## src/rtl/OoO_pkg.sv

```systemverilog
// Shared core types: AXI4 read/write channel bundles and memory arbiter state encodings.
package OoO_pkg;

    typedef struct packed {
        logic [31:0] araddr;
        logic [7:0]  arlen;
        logic [2:0]  arsize;
        logic [1:0]  arburst;
        logic        arvalid;
        logic        rready;
    } axi_r_m2s_t;

    typedef struct packed {
        logic        arready;
        logic [31:0] rdata;
        logic        rlast;
        logic        rvalid;
    } axi_r_s2m_t;

    typedef struct packed {
        logic [31:0] awaddr;
        logic [7:0]  awlen;
        logic [2:0]  awsize;
        logic [1:0]  awburst;
        logic        awvalid;
        logic [31:0] wdata;
        logic [3:0]  wstrb;
        logic        wlast;
        logic        wvalid;
        logic        bready;
    } axi_w_m2s_t;

    typedef struct packed {
        logic awready;
        logic wready;
        logic bvalid;
    } axi_w_s2m_t;

    typedef enum logic [1:0] {R_IDLE, R_ADDR, R_DATA} arb_r_state_e;
    typedef enum logic [1:0] {W_IDLE, W_XFER, W_RESP} arb_w_state_e;
    typedef enum logic {REQ_IFU, REQ_LSU} arb_req_e;

endpackage

```

## src/rtl/rr_arb2.sv

```systemverilog
// Two-requester round-robin grant; the last-served requester is held by the parent.
module rr_arb2
    import OoO_pkg::*;
(
    input  logic [1:0] req_i,
    input  arb_req_e   last_i,
    output logic [1:0] gnt_o
);

    always_comb begin
        gnt_o = 2'b00;
        unique case (req_i)
            2'b01:   gnt_o = 2'b01;
            2'b10:   gnt_o = 2'b10;
            2'b11:   gnt_o = (last_i == REQ_LSU) ? 2'b01 : 2'b10;
            default: gnt_o = 2'b00;
        endcase
    end

endmodule

```

## src/rtl/axi_mem_arbiter.sv

```systemverilog
// Shares one AXI4 memory master between IFU refills and LSU accesses; keeps LSU reads
// and writes from overlapping so loads never pass stores.
module axi_mem_arbiter
    import OoO_pkg::*;
(
    input  logic       clk_i,
    input  logic       rst_ni,
    input  axi_r_m2s_t ifu_r_req_i,
    output axi_r_s2m_t ifu_r_rsp_o,
    input  axi_r_m2s_t lsu_r_req_i,
    output axi_r_s2m_t lsu_r_rsp_o,
    input  axi_w_m2s_t lsu_w_req_i,
    output axi_w_s2m_t lsu_w_rsp_o,
    output axi_r_m2s_t mem_r_req_o,
    input  axi_r_s2m_t mem_r_rsp_i,
    output axi_w_m2s_t mem_w_req_o,
    input  axi_w_s2m_t mem_w_rsp_i
);

    arb_r_state_e r_state_q, r_state_d;
    arb_w_state_e w_state_q, w_state_d;
    arb_req_e     r_gnt_q, r_gnt_d;
    arb_req_e     last_gnt_q, last_gnt_d;
    logic         aw_done_q, aw_done_d;
    logic         w_done_q, w_done_d;

    logic         lsu_r_held;
    logic         lsu_w_accept;
    logic         aw_fire;
    logic         w_fire;
    logic [1:0]   arb_req;
    logic [1:0]   arb_gnt;
    axi_r_m2s_t   gnt_r_req;

    assign lsu_r_held   = (r_state_q != R_IDLE) && (r_gnt_q == REQ_LSU);
    assign lsu_w_accept = (w_state_q == W_IDLE) && lsu_w_req_i.awvalid && !lsu_r_held;

    // An LSU read only competes when no store is open or being opened this cycle.
    assign arb_req = {lsu_r_req_i.arvalid && (w_state_q == W_IDLE) && !lsu_w_accept,
                      ifu_r_req_i.arvalid};

    rr_arb2 u_rr_arb2 (
        .req_i  (arb_req),
        .last_i (last_gnt_q),
        .gnt_o  (arb_gnt)
    );

    assign gnt_r_req = (r_gnt_q == REQ_LSU) ? lsu_r_req_i : ifu_r_req_i;

    assign aw_fire = (w_state_q == W_XFER) && lsu_w_req_i.awvalid && !aw_done_q
                     && mem_w_rsp_i.awready;
    assign w_fire  = (w_state_q == W_XFER) && lsu_w_req_i.wvalid && !w_done_q
                     && mem_w_rsp_i.wready && lsu_w_req_i.wlast;

    always_ff @(posedge clk_i) begin
        if (!rst_ni) begin
            r_state_q  <= R_IDLE;
            r_gnt_q    <= REQ_IFU;
            last_gnt_q <= REQ_LSU;
            w_state_q  <= W_IDLE;
            aw_done_q  <= 1'b0;
            w_done_q   <= 1'b0;
        end else begin
            r_state_q  <= r_state_d;
            r_gnt_q    <= r_gnt_d;
            last_gnt_q <= last_gnt_d;
            w_state_q  <= w_state_d;
            aw_done_q  <= aw_done_d;
            w_done_q   <= w_done_d;
        end
    end

    always_comb begin
        r_state_d   = r_state_q;
        r_gnt_d     = r_gnt_q;
        last_gnt_d  = last_gnt_q;
        mem_r_req_o = '0;
        ifu_r_rsp_o = '0;
        lsu_r_rsp_o = '0;
        ifu_r_rsp_o.rdata = mem_r_rsp_i.rdata;
        ifu_r_rsp_o.rlast = mem_r_rsp_i.rlast;
        lsu_r_rsp_o.rdata = mem_r_rsp_i.rdata;
        lsu_r_rsp_o.rlast = mem_r_rsp_i.rlast;

        unique case (r_state_q)
            R_IDLE: begin
                if (|arb_gnt) begin
                    r_gnt_d   = arb_gnt[1] ? REQ_LSU : REQ_IFU;
                    r_state_d = R_ADDR;
                end
            end
            R_ADDR: begin
                mem_r_req_o        = gnt_r_req;
                mem_r_req_o.rready = 1'b0;
                if (r_gnt_q == REQ_LSU) lsu_r_rsp_o.arready = mem_r_rsp_i.arready;
                else                    ifu_r_rsp_o.arready = mem_r_rsp_i.arready;
                if (gnt_r_req.arvalid && mem_r_rsp_i.arready) r_state_d = R_DATA;
            end
            R_DATA: begin
                mem_r_req_o.rready = gnt_r_req.rready;
                if (r_gnt_q == REQ_LSU) lsu_r_rsp_o.rvalid = mem_r_rsp_i.rvalid;
                else                    ifu_r_rsp_o.rvalid = mem_r_rsp_i.rvalid;
                if (mem_r_rsp_i.rvalid && gnt_r_req.rready && mem_r_rsp_i.rlast) begin
                    r_state_d  = R_IDLE;
                    last_gnt_d = r_gnt_q;
                end
            end
            default: r_state_d = R_IDLE;
        endcase
    end

    always_comb begin
        w_state_d   = w_state_q;
        aw_done_d   = aw_done_q;
        w_done_d    = w_done_q;
        mem_w_req_o = '0;
        lsu_w_rsp_o = '0;

        unique case (w_state_q)
            W_IDLE: begin
                if (lsu_w_accept) begin
                    w_state_d = W_XFER;
                    aw_done_d = 1'b0;
                    w_done_d  = 1'b0;
                end
            end
            W_XFER: begin
                // AW and W run independently; each is masked once its handshake is recorded.
                mem_w_req_o         = lsu_w_req_i;
                mem_w_req_o.awvalid = lsu_w_req_i.awvalid && !aw_done_q;
                mem_w_req_o.wvalid  = lsu_w_req_i.wvalid && !w_done_q;
                mem_w_req_o.bready  = 1'b0;
                lsu_w_rsp_o.awready = mem_w_rsp_i.awready && !aw_done_q;
                lsu_w_rsp_o.wready  = mem_w_rsp_i.wready && !w_done_q;
                if (aw_fire) aw_done_d = 1'b1;
                if (w_fire)  w_done_d  = 1'b1;
                if (aw_done_d && w_done_d) w_state_d = W_RESP;
            end
            W_RESP: begin
                mem_w_req_o.bready = lsu_w_req_i.bready;
                lsu_w_rsp_o.bvalid = mem_w_rsp_i.bvalid;
                if (mem_w_rsp_i.bvalid && lsu_w_req_i.bready) w_state_d = W_IDLE;
            end
            default: w_state_d = W_IDLE;
        endcase
    end

endmodule
```

## config.mk

```make
export PLATFORM = sky130hd
export DESIGN_NAME = axi_mem_arbiter
export DESIGN_NICKNAME = d
export VERILOG_FILES = /design/src/rtl/OoO_pkg.sv /design/src/rtl/rr_arb2.sv /design/src/rtl/axi_mem_arbiter.sv
export SDC_FILE = /design/constraint.sdc
export NUM_CORES = 1
export LEC_CHECK = 0
export BUFFER_PORTS_ARGS = -buffer_cell sky130_fd_sc_hd__buf_2
export CORE_AREA = 3 3 165 167
export DETAILED_ROUTE_END_ITERATION = 7
export DIE_AREA = 0 0 168 170
export GPL_ROUTABILITY_DRIVEN = 0
export PLACE_DENSITY_LB_ADDON = 0.2
export SYNTH_ARGS = -nofsm -noshare
export SYNTH_HDL_FRONTEND = slang
export SYNTH_SLANG_ARGS = --single-unit
export TNS_END_PERCENT = 20
```

## constraint.sdc

```tcl
create_clock -name clk_i -period 1.51 [get_ports clk_i]
set_input_delay 0.0755 -clock clk_i [delete_from_list [all_inputs] [get_ports clk_i]]
set_output_delay 0.0755 -clock clk_i [all_outputs]
set_load 0.02 [all_outputs]
```

[Word level (Yosys, flattened, before mapping)]
Index checks and enable logic that the tools add are counted.
Word-level totals
  bits in registers: 8
  input bits: 219
  output and inout bits: 205
  logic and storage cells: 87
Operators by class
  equal/unequal tests: 13
  mux-type cells: 33
  reductions and logical operators: 35
Operator list (count)
  $mux 84: 1
  $mux 47: 1
  $mux 46: 1
  $logic_and 1x1->1: 21
  $pmux 2 s3: 3
  $mux 1: 17
  $mux 2: 8
  $ne 2x2->1 const B: 5
  $eq 2x2->1 const B: 4
  $eq 2x1->1 const B: 3
  $reduce_and 2->1: 3
  $reduce_and 3->1: 2
  $logic_not 1->1: 4
  $logic_not 2->1: 2
  $pmux 1 s2: 2
  $reduce_bool 2->1: 2
  $ne 2x1->1 const B: 1
  $reduce_or 2->1: 1

[Depth between registers and ports, before layout]
Gate-level depths: netlist of the first run.
  depth after elaboration: 11
  depth in mapped cells: 5
  depth with buffers taken out: 3

[Cells and area by module]
From an unflattened synthesis of the first run, not the netlist that was laid out.
Unflattened totals
  cell total of the unflattened synthesis: 326
  area, all modules: 2283.4 sq um
By module, submodules not included
  axi_mem_arbiter: instances 1, cells each 323, area an instance 2264.7 sq um, seq. area each 160.2 sq um
  rr_arb2: instances 1, cells each 3, area an instance 18.8 sq um, seq. area each 0.0 sq um

[Least setup slack after synthesis of the first run]
No wires, ideal clock.
  path type: register to output
  start: reg r_gnt_q
  end: out ifu_r_rsp_o[34] in the netlist's numbering
  arrival time: 1320 ps
  required time: 1434 ps
  path slack: 115 ps
  cell stages (with the launch flop): 5
  path buffers: 3
  cells stage by stage: dfxtp_1 -> buf_2 -> buf_4 -> buf_2 -> nor3_1
RTL lines
  start, declared: RTL line axi_mem_arbiter.sv:22  | arb_req_e r_gnt_q, r_gnt_d;
  start signal, assigned: RTL line axi_mem_arbiter.sv:65  | r_gnt_q <= r_gnt_d;
  end, declared: RTL line axi_mem_arbiter.sv:9  | output axi_r_s2m_t ifu_r_rsp_o,

==> results of run 1 <==
==> cells by family after synthesis <==
kind of cell    Yosys count  share of synthesized area
mux                      47                      0.211
simple gates            156                      0.385
compound gates           20                     0.0605
flops                     8                     0.0717
buf+inv                  92                      0.273
==> synthesized netlist by cell type (2+ instances only) <==
cell type  number
a21boi_0        2
a21oi_1         4
and2_1         82
and3_1          3
buf_2           7
buf_4          68
clkbuf_1       11
dfxtp_1         8
inv_1           5
mux2i_1        47
nand2_1         2
nand2b_1        4
nor2_1         50
nor3_1          3
nor3b_1         5
o21a_1          3
o21ai_0         4
==> timing repair <==
item                                    in CTS  in global routing
gates resized for setup                     13                 65
pin swaps                                    0                  1
endpoints found under the setup margin      58                115
hold endpoints to repair                     0                  0
buffers inserted                             0                  2
hold buffers                                 0                  0
cloned                                       2                  1
==> registers in the layout (all words and copies together), names as in the netlist <==
name / cells
r_state_q: 2
w_state_q: 2
aw_done_q: 1
last_gnt_q: 1
r_gnt_q: 1
w_done_q: 1
==> cell type report <==
type | instances | area (um^2)
Sequential cell | 8 | 166
Tap cell | 335 | 419
Timing Repair Buffer | 338 | 1940
Clock buffer | 3 | 75.1
Fill cell | 3003 | 21800
Inverter | 5 | 18.8
Multi-Input combinational cell | 223 | 1530
==> critical path, delay by kind of cell (launching register included) <==
family / cells / cell delay (ns)
flip-flops: 1 / 0.47
buffers and inverters: 2 / 0.36
multiplexers: 1 / 0.29
AND/OR/NAND/NOR: 1 / 0.06
==> layer usage <==
| layer | share of wire | vias up |
|---|---|---|
| met5 | 0.0028 | - |
| li1 | - | 1482 |
| met4 | 0.0066 | 4 |
| met2 | 0.53 | 256 |
| met3 | 0.13 | 18 |
| met1 | 0.34 | 1318 |
==> worst max-delay path by stage <==
stage / start / endpoint / cells after the start
CTS: r_gnt_q / mem_r_req_o[43] / 4
detailed placement: r_gnt_q / mem_r_req_o[20] / 4
floorplan: r_gnt_q / ifu_r_rsp_o[34] / 4
global route: r_gnt_q / mem_r_req_o[11] / 4
finish: r_gnt_q / mem_r_req_o[22] / 4
global placement: r_gnt_q / mem_r_req_o[20] / 4
==> report_power, final <==
group          leakage [nW]  switching, mW  internal [mW]
logic                  2.11          0.873          0.691
clock network        0.0370          0.100          0.341
registers            0.0669         0.0298          0.228
total                  2.22           1.00           1.26
==> results by group, run 1 <==
Status
  – Outcome: completed

Min path
  – Worst Hold End: last_gnt_q
  – Worst min-delay path category: in -> reg
  – Startpoint of the tightest hold check path: rst_ni
  – Number of cells traversed by the worst hold path: 2

Global routing
  – Wire length of the first global-routing pass: 16,900 um
  – Grt met1 use: 0.0745
  – Initial antenna violation count: 3
  – Met2 Resource Use GR: 0.152
  – Total overflow reported by the global router: 0
  – Met3 routing resource usage after global routing: 0.0269
  – Maximum number of pins on one net before global-route repair: 71
  – Number of global-route vias before repair: 3,042
  – All-layer global routing usage: 0.0751
  – Global routing's busiest layer: met2

Detailed routing
  – Wirelength, routed: 12,300 um
  – Number of iterations in the first detailed-routing pass: 4
  – Remaining design rule violation count: 0
  – Number of vias after detailed routing: 3,078
  – Detailed router's first-iteration violation count: 50
  – Remaining antenna violation count: 0
  – Routed vias/inst: 3.38
  – Wire length per cell after detailed routing: 13.4 um

Power and ir drop
  – PnR Total Power: 2.26 mW
  – Leak: 2.22 nW
  – Power density cells: 545 nW/um^2
  – Worst vdd ir: 333 uV

Logic synthesis
  – Yosys top cell area share: 0.230
  – Seq cells post-synth: 8
  – Register area share after synthesis: 0.0717
  – Mean instance size in the synthesized netlist: 6.92 um^2
  – Total standard cell area after synthesis: 2230 um^2
  – Dominant cells by area after synthesis: and2_1 23%, buf_4 23%, mux2i_1 21%, nor2_1 8.4%, dfxtp_1 7.2%
  – Async set-or-reset flop fraction in the synthesized netlist: 0
  – Top cell type by total area after synthesis: and2_1
  – Count of cell types in the netlist: 32
  – Post-synthesis net count: 542
  – Most instantiated flip-flop cell in the synthesis netlist: dfxtp_1
  – Gate count after technology mapping: 323
  – Number of enable-type register cells in the synthesized netlist: 0
  – Count of yosys warnings during synthesis: 0

Clocking
  – Root buffer cell: clkbuf_16
  – Clock Sink Count: 8
  – Clock tree from TritonCTS: built
  – Htree depth: 1
  – Clock buffer depth: 2
  – Clock Pin Slew Worst Setup and Hold Paths: 0.04 ns
  – Clock latency reported for the late side of the worst-skew pair: 0.23 ns
  – Number of buffers created by CTS: 3

Final layout
  – Area growth from synthesis to final layout: 85.8%
  – Number of non-filler instances in the completed layout: 912
  – Final core utilization: 0.160
  – Number of nets in the final layout: 798
  – Final Instance Area: 4150 um^2
  – Fraction of final layout cells sized beyond drive strength 1: 0.626
  – Diode insertion count for antenna repair: 0
  – Commonest non-fill, non-tap cells in the layout: 278 x buf_2, 77 x and2_1, 52 x buf_4
  – Most frequent standard cell in the layout excluding fill and tap cells: buf_2

Placed design
  – Placed cell count: 904
  – Half-perimeter wire length after detailed placement: 10,300 um
  – Minimum setup slack after placement: 0.0620 ns
  – Number of input and output port buffers inserted: 327
  – Instance area after placement: 3770 um^2

Floorplanning
  – Site Rows: 59
  – Starting density of the core: 0.0862
  – Area enclosed by the die boundary: 28,600 um^2
  – Width of the die: 168 um
  – Core Region: 25,900 um^2
  – Count of boundary I/O pins: 424
  – Height of the chip: 170 um

Timing
  – WHS: 0.0939 ns
  – Number of slew-limit violations in the final report: 0
  – Portion of the clock cycle consumed by the worst path in the final layout: 0.995
  – Least-Margin Pin Slew: 0.411 ns
  – Fmax: 0.665 GHz
  – Final WS setup: 0.00700 ns
  – Number of endpoints failing setup at the final stage: 0
  – Setup TNS: 0 ns
  – Min Clock Period, post-route: 1.50 ns
  – Clock skew: 0.000277 ns
  – Final Hold Vio Count: 0
  – RSZ-0062 raised after global routing: true
  – Slew headroom: 0.724

Critical path
  – CP cell instances: buf_12 > mux2i_2 > nor2_1 > buf_2
  – Worst reg2reg path depth: 4
  – Endpoint of the worst-slack reg-to-reg timing path: r_state_q[1]
  – Element type at the critical path start: flop
  – Endpoint arrival time on the critical path: 1.43 ns
  – Setup slack of the worst register-to-register path: 0.09 ns
  – Crit path max-delay cell type: dfxtp_4
  – Critical path endpoint category: output pin
  – Critical path required time: 1.43 ns
  – Worst-path fanout max: 12
  – Largest stage delay on the critical path: 0.47 ns
  – Crit path kind: reg -> out
  – Critical register-to-register path startpoint: r_gnt_q

Flow run
  – Number of max-cap violations: 0
Note: power is estimated with default switching activity, not from simulation.
==> inputs of run 2 (changes only) <==
--- a/config.mk
+++ b/config.mk
@@ -6,10 +6,12 @@
 export NUM_CORES = 1
 export LEC_CHECK = 0
 export BUFFER_PORTS_ARGS = -buffer_cell sky130_fd_sc_hd__buf_2
+export CAP_MARGIN = 40
 export CORE_AREA = 3 3 165 167
 export DETAILED_ROUTE_END_ITERATION = 7
 export DIE_AREA = 0 0 168 170
 export GPL_ROUTABILITY_DRIVEN = 0
+export GPL_TIMING_DRIVEN = 0
 export PLACE_DENSITY_LB_ADDON = 0.2
 export SYNTH_ARGS = -nofsm -noshare
 export SYNTH_HDL_FRONTEND = slang
==> results by group, run 2 (synthesis results as in run 1) <==
Status
  – Outcome: completed (unchanged)

Critical path
  – Worst reg2reg path depth: 4 (unchanged)
  – Setup slack of the worst register-to-register path: 0.10 ns (was 0.09 ns)
  – CP cell instances: and2b_2 > buf_8 > clkbuf_8 > and2_1 > buf_4 (was buf_12 > mux2i_2 > nor2_1 > buf_2)
  – Endpoint of the worst-slack reg-to-reg timing path: r_gnt_q (was r_state_q[1])
  – Cell family contributing the most delay on the critical path: buffers and inverters (was flip-flops)
  – Critical path required time: 1.43 ns (about the same)
  – Endpoint arrival time on the critical path: 1.43 ns (about the same)
  – Largest stage delay on the critical path: 0.33 ns (was 0.47 ns)
  – Worst-path fanout max: 10 (was 12)
  – Element type at the critical path start: flop (unchanged)
  – Critical register-to-register path startpoint: w_state_q[1] (was r_gnt_q)
  – Total stage count of the critical path: 5 (was 4)
  – Crit path max-delay cell type: dfxtp_2 (was dfxtp_4)
  – Crit path kind: reg -> out (unchanged)
  – Count of buffering cells on the critical path with inverters included: 3 (was 2)
  – Critical path endpoint category: output pin (unchanged)

Floorplanning
  – Area enclosed by the die boundary: 28,600 um^2 (unchanged)
  – Core Region: 25,900 um^2 (unchanged)
  – Site Rows: 59 (unchanged)
  – Width of the die: 168 um (unchanged)
  – Starting density of the core: 0.0862 (unchanged)
  – Height of the chip: 170 um (unchanged)
  – Count of boundary I/O pins: 424 (unchanged)

Placed design
  – Minimum setup slack after placement: -0.239 ns (was 0.0620 ns)
  – Half-perimeter wire length after detailed placement: 12,200 um (was 10,300 um)
  – Number of input and output port buffers inserted: 391 (was 327)

Timing
  – Final WS setup: 0.00226 ns (was 0.00700 ns)
  – Min Clock Period, post-route: 1.51 ns (was 1.50 ns)
  – Fmax: 0.663 GHz (was 0.665 GHz)
  – Final Hold Vio Count: 0 (unchanged)
  – Portion of the clock cycle consumed by the worst path in the final layout: 0.999 (was 0.995)
  – Least-Margin Pin Slew: 0.409 ns (was 0.411 ns)
  – Number of slew-limit violations in the final report: 0 (unchanged)
  – RSZ-0062 raised after global routing: true (unchanged)
  – Clock skew: 0.000331 ns (was 0.000277 ns)
  – Number of endpoints failing setup at the final stage: 0 (unchanged)
  – Slew headroom: 0.726 (was 0.724)
  – WHS: 0.0913 ns (was 0.0939 ns)

Final layout
  – Area growth from synthesis to final layout: 127% (was 85.8%)
  – Commonest non-fill, non-tap cells in the layout: 364 x buf_2, 104 x buf_4, 78 x and2_1 (was 278 x buf_2, 77 x and2_1, 52 x buf_4)
  – Largest registers: r_state_q (2), w_state_q (2) (unchanged)
  – Diode insertion count for antenna repair: 0 (unchanged)
  – Fraction of final layout cells sized beyond drive strength 1: 0.703 (was 0.626)
  – Number of nets in the final layout: 949 (was 798)
  – Most frequent standard cell in the layout excluding fill and tap cells: buf_2 (unchanged)
  – Final core utilization: 0.196 (was 0.160)

Clocking
  – Clock buffer depth: 2 (unchanged)
  – Htree depth: 1 (unchanged)
  – Clock Sink Count: 8 (unchanged)
  – Clock tree from TritonCTS: built (unchanged)
  – Clock latency reported for the late side of the worst-skew pair: 0.23 ns (about the same)
  – Clock Pin Slew Worst Setup and Hold Paths: 0.04 ns (about the same)
  – Root buffer cell: clkbuf_16 (unchanged)
  – Number of buffers created by CTS: 3 (unchanged)
  – Number of hold buffers added after cts: 0 (unchanged)

Global routing
  – Maximum number of pins on one net before global-route repair: 11 (was 71)
  – Initial antenna violation count: 3 (unchanged)
  – Total overflow reported by the global router: 0 (unchanged)
  – Number of global-route vias before repair: 3,461 (was 3,042)
  – Wire length of the first global-routing pass: 18,700 um (was 16,900 um)
  – All-layer global routing usage: 0.0828 (was 0.0751)

Detailed routing
  – Remaining antenna violation count: 0 (unchanged)
  – Detailed router's first-iteration violation count: 54 (was 50)
  – Routed vias/inst: 3.32 (was 3.38)
  – Remaining design rule violation count: 0 (unchanged)
  – Wirelength, routed: 13,600 um (was 12,300 um)
  – Number of vias after detailed routing: 3,534 (was 3,078)
  – Number of iterations in the first detailed-routing pass: 4 (unchanged)
  – Wire length per cell after detailed routing: 12.8 um (was 13.4 um)

Flow run
  – Number of max-cap violations: 0 (unchanged)

Power and ir drop
  – Worst vdd ir: 277 uV (was 333 uV)
  – Power density cells: 521 nW/um^2 (was 545 nW/um^2)
  – Leak: 2.89 nW (was 2.22 nW)

Min path
  – Startpoint of the tightest hold check path: rst_ni (unchanged)
  – Worst Hold End: last_gnt_q (unchanged)
  – Worst min-delay path category: in -> reg (unchanged)
  – Number of cells traversed by the worst hold path: 2 (unchanged)
run 2: layer usage:
metal | track usage | part of all wire
met5 | 0 | 0.0021
met4 | 0.0146 | 0.013
met3 | 0.0218 | 0.11
met2 | 0.171 | 0.53
met1 | 0.0833 | 0.35
run 2: report_power, final:
part,switching [mW],internal (mW),leakage (nW)
logic,1.06,0.890,2.79
registers,0.0231,0.231,0.0673
clock network,0.103,0.341,0.0370
total,1.18,1.46,2.89
run 2: through the flow:
stage	cells	instance area [um^2]	setup TNS (ns)	total power, mW
floorplan	323	2230	0	1.32
global placement	1049	4610	-9.19	2.08
detailed placement	1049	4610	-8.46	2.06
CTS	1060	4920	-0.0693	2.62
global route	1063	5080	-1.79	2.82
finish	1063	5080	0	2.64
run 2: worst max path at each step:
| stage | from | to | slack [ns] |
|---|---|---|---|
| 6_report | w_state_q[1] | mem_w_req_o[65] | 0.002 |
| 5_1_grt | w_state_q[0] | mem_w_req_o[68] | -0.05 |
| 3_5_place_dp | r_state_q[1] | mem_r_req_o[41] | -0.24 |
| 4_1_cts | r_gnt_q | mem_r_req_o[22] | -0.02 |
| 3_3_place_gp | r_state_q[1] | mem_r_req_o[36] | -0.21 |
| 2_1_floorplan | r_gnt_q | ifu_r_rsp_o[34] | 0.11 |
run 2: area by class of cell:
type / instances / area, um^2
Tap cell: 335 / 419
Buffer: 86 / 738
Fill cell: 2972 / 20800
Timing Repair Buffer: 403 / 2140
Sequential cell: 8 / 166
Inverter: 5 / 18.8
Clock buffer: 3 / 75.1
Multi-Input combinational cell: 223 / 1520
run 2: repair_timing:
action / 4_1_cts / 5_1_grt
endpoints found under the hold margin: 0 / 0
endpoints found under the setup margin: 116 / 96
pin swaps: 0 / 1
gates resized for setup: 57 / 42
cloned: 0 / 1
buffers inserted: 9 / 2
==> inputs of run 3 (changes only) <==
--- a/config.mk
+++ b/config.mk
@@ -5,11 +5,12 @@
 export SDC_FILE = /design/constraint.sdc
 export NUM_CORES = 1
 export LEC_CHECK = 0
+export ABC_AREA = 1
 export BUFFER_PORTS_ARGS = -buffer_cell sky130_fd_sc_hd__buf_2
 export CAP_MARGIN = 40
-export CORE_AREA = 3 3 165 167
+export CORE_AREA = 3 3 162 164
 export DETAILED_ROUTE_END_ITERATION = 7
-export DIE_AREA = 0 0 168 170
+export DIE_AREA = 0 0 165 167
 export GPL_ROUTABILITY_DRIVEN = 0
 export GPL_TIMING_DRIVEN = 0
 export PLACE_DENSITY_LB_ADDON = 0.2
==> results by group, run 3 <==
Global routing
  – Number of global-route vias before repair: 3,745 (was 3,461)
  – Initial antenna violation count: 1 (was 3)
  – All-layer global routing usage: 0.0916 (was 0.0828)
  – Total overflow reported by the global router: 0 (unchanged)
  – Maximum number of pins on one net before global-route repair: 11 (unchanged)
  – Wire length of the first global-routing pass: 19,800 um (was 18,700 um)

Timing
  – WHS: 0.0784 ns (was 0.0913 ns)
  – Final WS setup: 0.0315 ns (was 0.00226 ns)
  – Min Clock Period, post-route: 1.48 ns (was 1.51 ns)
  – Final Hold Vio Count: 0 (unchanged)
  – Slew headroom: 0.709 (was 0.726)
  – Least-Margin Pin Slew: 0.432 ns (was 0.409 ns)
  – Number of endpoints failing setup at the final stage: 0 (unchanged)
  – RSZ-0062 raised after global routing: true (unchanged)
  – Setup TNS: 0 ns (unchanged)
  – Fmax: 0.676 GHz (was 0.663 GHz)
  – Portion of the clock cycle consumed by the worst path in the final layout: 0.979 (was 0.999)
  – Number of slew-limit violations in the final report: 0 (unchanged)
  – Clock skew: 0.000631 ns (was 0.000331 ns)

Placed design
  – Number of input and output port buffers inserted: 391 (unchanged)
  – Minimum setup slack after placement: 0.0430 ns (was -0.239 ns)
  – Half-perimeter wire length after detailed placement: 12,600 um (was 12,200 um)

Logic synthesis
  – Async set-or-reset flop fraction in the synthesized netlist: 0 (unchanged)
  – Mean instance size in the synthesized netlist: 4.97 um^2 (was 6.92 um^2)
  – Count of cell types in the netlist: 21 (was 32)
  – Top cell type by total area after synthesis: buf_4 (was and2_1)
  – Count of yosys warnings during synthesis: 0 (unchanged)
  – Register area share after synthesis: 0.0669 (was 0.0717)
  – Most frequent cells after synthesis: 111 x nand2_1, 98 x inv_1, 97 x nor2_1 (was 82 x and2_1, 68 x buf_4, 50 x nor2_1)
  – Total standard cell area after synthesis: 2390 um^2 (was 2230 um^2)
  – Most instantiated flip-flop cell in the synthesis netlist: dfxtp_1 (unchanged)
  – Post-synthesis net count: 701 (was 542)
  – Seq cells post-synth: 8 (unchanged)
  – Dominant cells by area after synthesis: buf_4 22%, nand2_1 17%, inv_1 15%, nor2_1 15%, a21oi_1 11% (was and2_1 23%, buf_4 23%, mux2i_1 21%, nor2_1 8.4%, dfxtp_1 7.2%)
  – Top-count cell post-synth: nand2_1 (was and2_1)
  – Number of enable-type register cells in the synthesized netlist: 0 (unchanged)
  – Yosys top cell area share: 0.223 (was 0.230)
  – Gate count after technology mapping: 482 (was 323)

Floorplanning
  – Core Region: 25,000 um^2 (was 25,900 um^2)
  – Site Rows: 58 (was 59)
  – Width of the die: 165 um (was 168 um)
  – Count of boundary I/O pins: 424 (unchanged)
  – Area enclosed by the die boundary: 27,600 um^2 (was 28,600 um^2)
  – Height of the chip: 167 um (was 170 um)
  – Starting density of the core: 0.0956 (was 0.0862)

Detailed routing
  – Number of vias after detailed routing: 3,966 (was 3,534)
  – Number of iterations in the first detailed-routing pass: 5 (was 4)
  – Routed vias/inst: 3.27 (was 3.32)
  – Wirelength, routed: 14,200 um (was 13,600 um)
  – Remaining antenna violation count: 0 (unchanged)
  – Remaining design rule violation count: 0 (unchanged)
  – Detailed router's first-iteration violation count: 113 (was 54)
  – Wire length per cell after detailed routing: 11.7 um (was 12.8 um)

Power and ir drop
  – Power share of the sequential group: 0.090 (was 0.096)
  – Cell-internal power: 1.37 mW (was 1.46 mW)
  – Switching part of the total power: 0.469 (was 0.447)
  – Leak: 3.39 nW (was 2.89 nW)
  – Clock power frac: 0.173 (was 0.168)
  – Part of the total power dissipated in combinational logic: 0.737 (was 0.736)
  – Worst vdd ir: 235 uV (was 277 uV)
  – Power density cells: 495 nW/um^2 (was 521 nW/um^2)
  – Total net switching power: 1.21 mW (was 1.18 mW)

Clocking
  – Clock buffer depth: 2 (unchanged)
  – Clock Pin Slew Worst Setup and Hold Paths: 0.04 ns (about the same)
  – Clock tree from TritonCTS: built (unchanged)
  – Clock Sink Count: 8 (unchanged)
  – Number of hold buffers added after cts: 0 (unchanged)
  – Clock latency reported for the late side of the worst-skew pair: 0.23 ns (about the same)
  – Number of buffers created by CTS: 3 (unchanged)
  – Htree depth: 1 (unchanged)
  – Root buffer cell: clkbuf_16 (unchanged)

Critical path
  – Endpoint arrival time on the critical path: 1.40 ns (was 1.43 ns)
  – Critical path endpoint category: output pin (unchanged)
  – Worst reg2reg path depth: 6 (was 4)
  – Crit path kind: reg -> out (unchanged)
  – Endpoint of the worst-slack reg-to-reg timing path: r_state_q[0] (was r_gnt_q)
  – Element type at the critical path start: flop (unchanged)
  – Setup slack of the worst register-to-register path: 0.23 ns (was 0.10 ns)
  – Largest stage delay on the critical path: 0.31 ns (was 0.33 ns)
  – Critical path required time: 1.43 ns (about the same)
  – Critical register-to-register path startpoint: r_gnt_q (was w_state_q[1])
  – Crit path max-delay cell type: dfxtp_1 (was dfxtp_2)
  – End of the critical path: mem_r_req_o[32] (was mem_w_req_o[65])
  – Worst-path fanout max: 10 (unchanged)
  – CP cell instances: inv_1 > nor2_2 > inv_2 > buf_8 > buf_6 > a21oi_1 > buf_4 (was and2b_2 > buf_8 > clkbuf_8 > and2_1 > buf_4)
  – CP Launch Point: r_state_q[0] (was w_state_q[1])

Min path
  – Number of cells traversed by the worst hold path: 2 (unchanged)
  – Worst min-delay path category: in -> reg (unchanged)

Final layout
  – Largest registers: r_state_q (2), w_state_q (2) (unchanged)
  – Commonest non-fill, non-tap cells in the layout: 352 x buf_2, 111 x nand2_1, 108 x buf_4 (was 364 x buf_2, 104 x buf_4, 78 x and2_1)
  – Most frequent standard cell in the layout excluding fill and tap cells: buf_2 (unchanged)
  – Number of nets in the final layout: 1,101 (was 949)
  – Fraction of final layout cells sized beyond drive strength 1: 0.602 (was 0.703)
  – Final core utilization: 0.208 (was 0.196)
  – Area growth from synthesis to final layout: 117% (was 127%)

Status
  – Outcome: completed (unchanged)

Flow run
  – Number of max-cap violations: 0 (unchanged)
-- run 3: worst min path at each step --
| stage | slack [ns] | end | startpoint |
|---|---|---|---|
| 5_1_grt | 0.1 | last_gnt_q | rst_ni |
| 6_report | 0.08 | last_gnt_q | rst_ni |
| 4_1_cts | 0.08 | last_gnt_q | rst_ni |
| 3_3_place_gp | 0.32 | last_gnt_q | rst_ni |
| 3_5_place_dp | 0.33 | last_gnt_q | rst_ni |
| 2_1_floorplan | 0.17 | last_gnt_q | rst_ni |
-- run 3: critical path: cells and delay by family (launching register included) --
family / cells / cell delay [ns]
AO/OA/AOI/OAI: 1 / 0.13
buffers and inverters: 5 / 0.61
flip-flops: 1 / 0.31
AND/OR/NAND/NOR: 1 / 0.11
-- run 3: layout make-up --
| type | instances | area (um^2) |
|---|---|---|
| clock buffer | 3 | 75.1 |
| buffer | 91 | 753 |
| fill | 2949 | 19800 |
| sequential | 8 | 161 |
| timing repair buffer | 395 | 2120 |
| tap | 330 | 413 |
| antenna | 1 | 2.50 |
| inverter | 102 | 388 |
| multi-input combinational | 281 | 1280 |
-- run 3: metal layers --
| layer | share of wire | GRT usage | vias up |
|---|---|---|---|
| li1 | - | - | 2126 |
| met1 | 0.40 | 0.110 | 1673 |
| met2 | 0.53 | 0.171 | 154 |
| met3 | 0.051 | 0.0112 | 13 |
| met4 | 0.013 | 0.0201 | 0 |
| met5 | 0 | 0 | - |
-- run 3: power groups by stage --
stage | combinational (mW) | clock, mW | sequential, mW
after floorplan | 1.05 | 0 | 0.233
after global placement | 1.77 | 0 | 0.234
after detailed placement | 1.76 | 0 | 0.234
after CTS | 1.82 | 0.464 | 0.231
after global routing | 2.06 | 0.469 | 0.232
final | 1.90 | 0.446 | 0.232
-- run 3: repair_timing --
item	CTS	global route
pin swaps	1	1
gates resized for setup	36	79
buffers inserted	4	0
endpoints found under the setup margin	113	109
-- run 3: through the flow --
stage / instance area [um^2] / total power [mW] / instances
after floorplan: 2390 / 1.29 / 482
after global placement: 4760 / 2.00 / 1203
after detailed placement: 4760 / 1.99 / 1203
after CTS: 4980 / 2.52 / 1210
after global routing: 5200 / 2.76 / 1211
final: 5200 / 2.57 / 1211
-- run 3: cell families (layout without fill, tap and decap cells) --
group                  count (synthesis)  in the layout  share of synthesized area
other                                  0              1                          0
and+or+nand+nor                      224            224                      0.366
AOI/OAI and AO/OA                     57             57                      0.123
buffers and inverters                193            591                      0.444
DFF                                    8              8                     0.0669
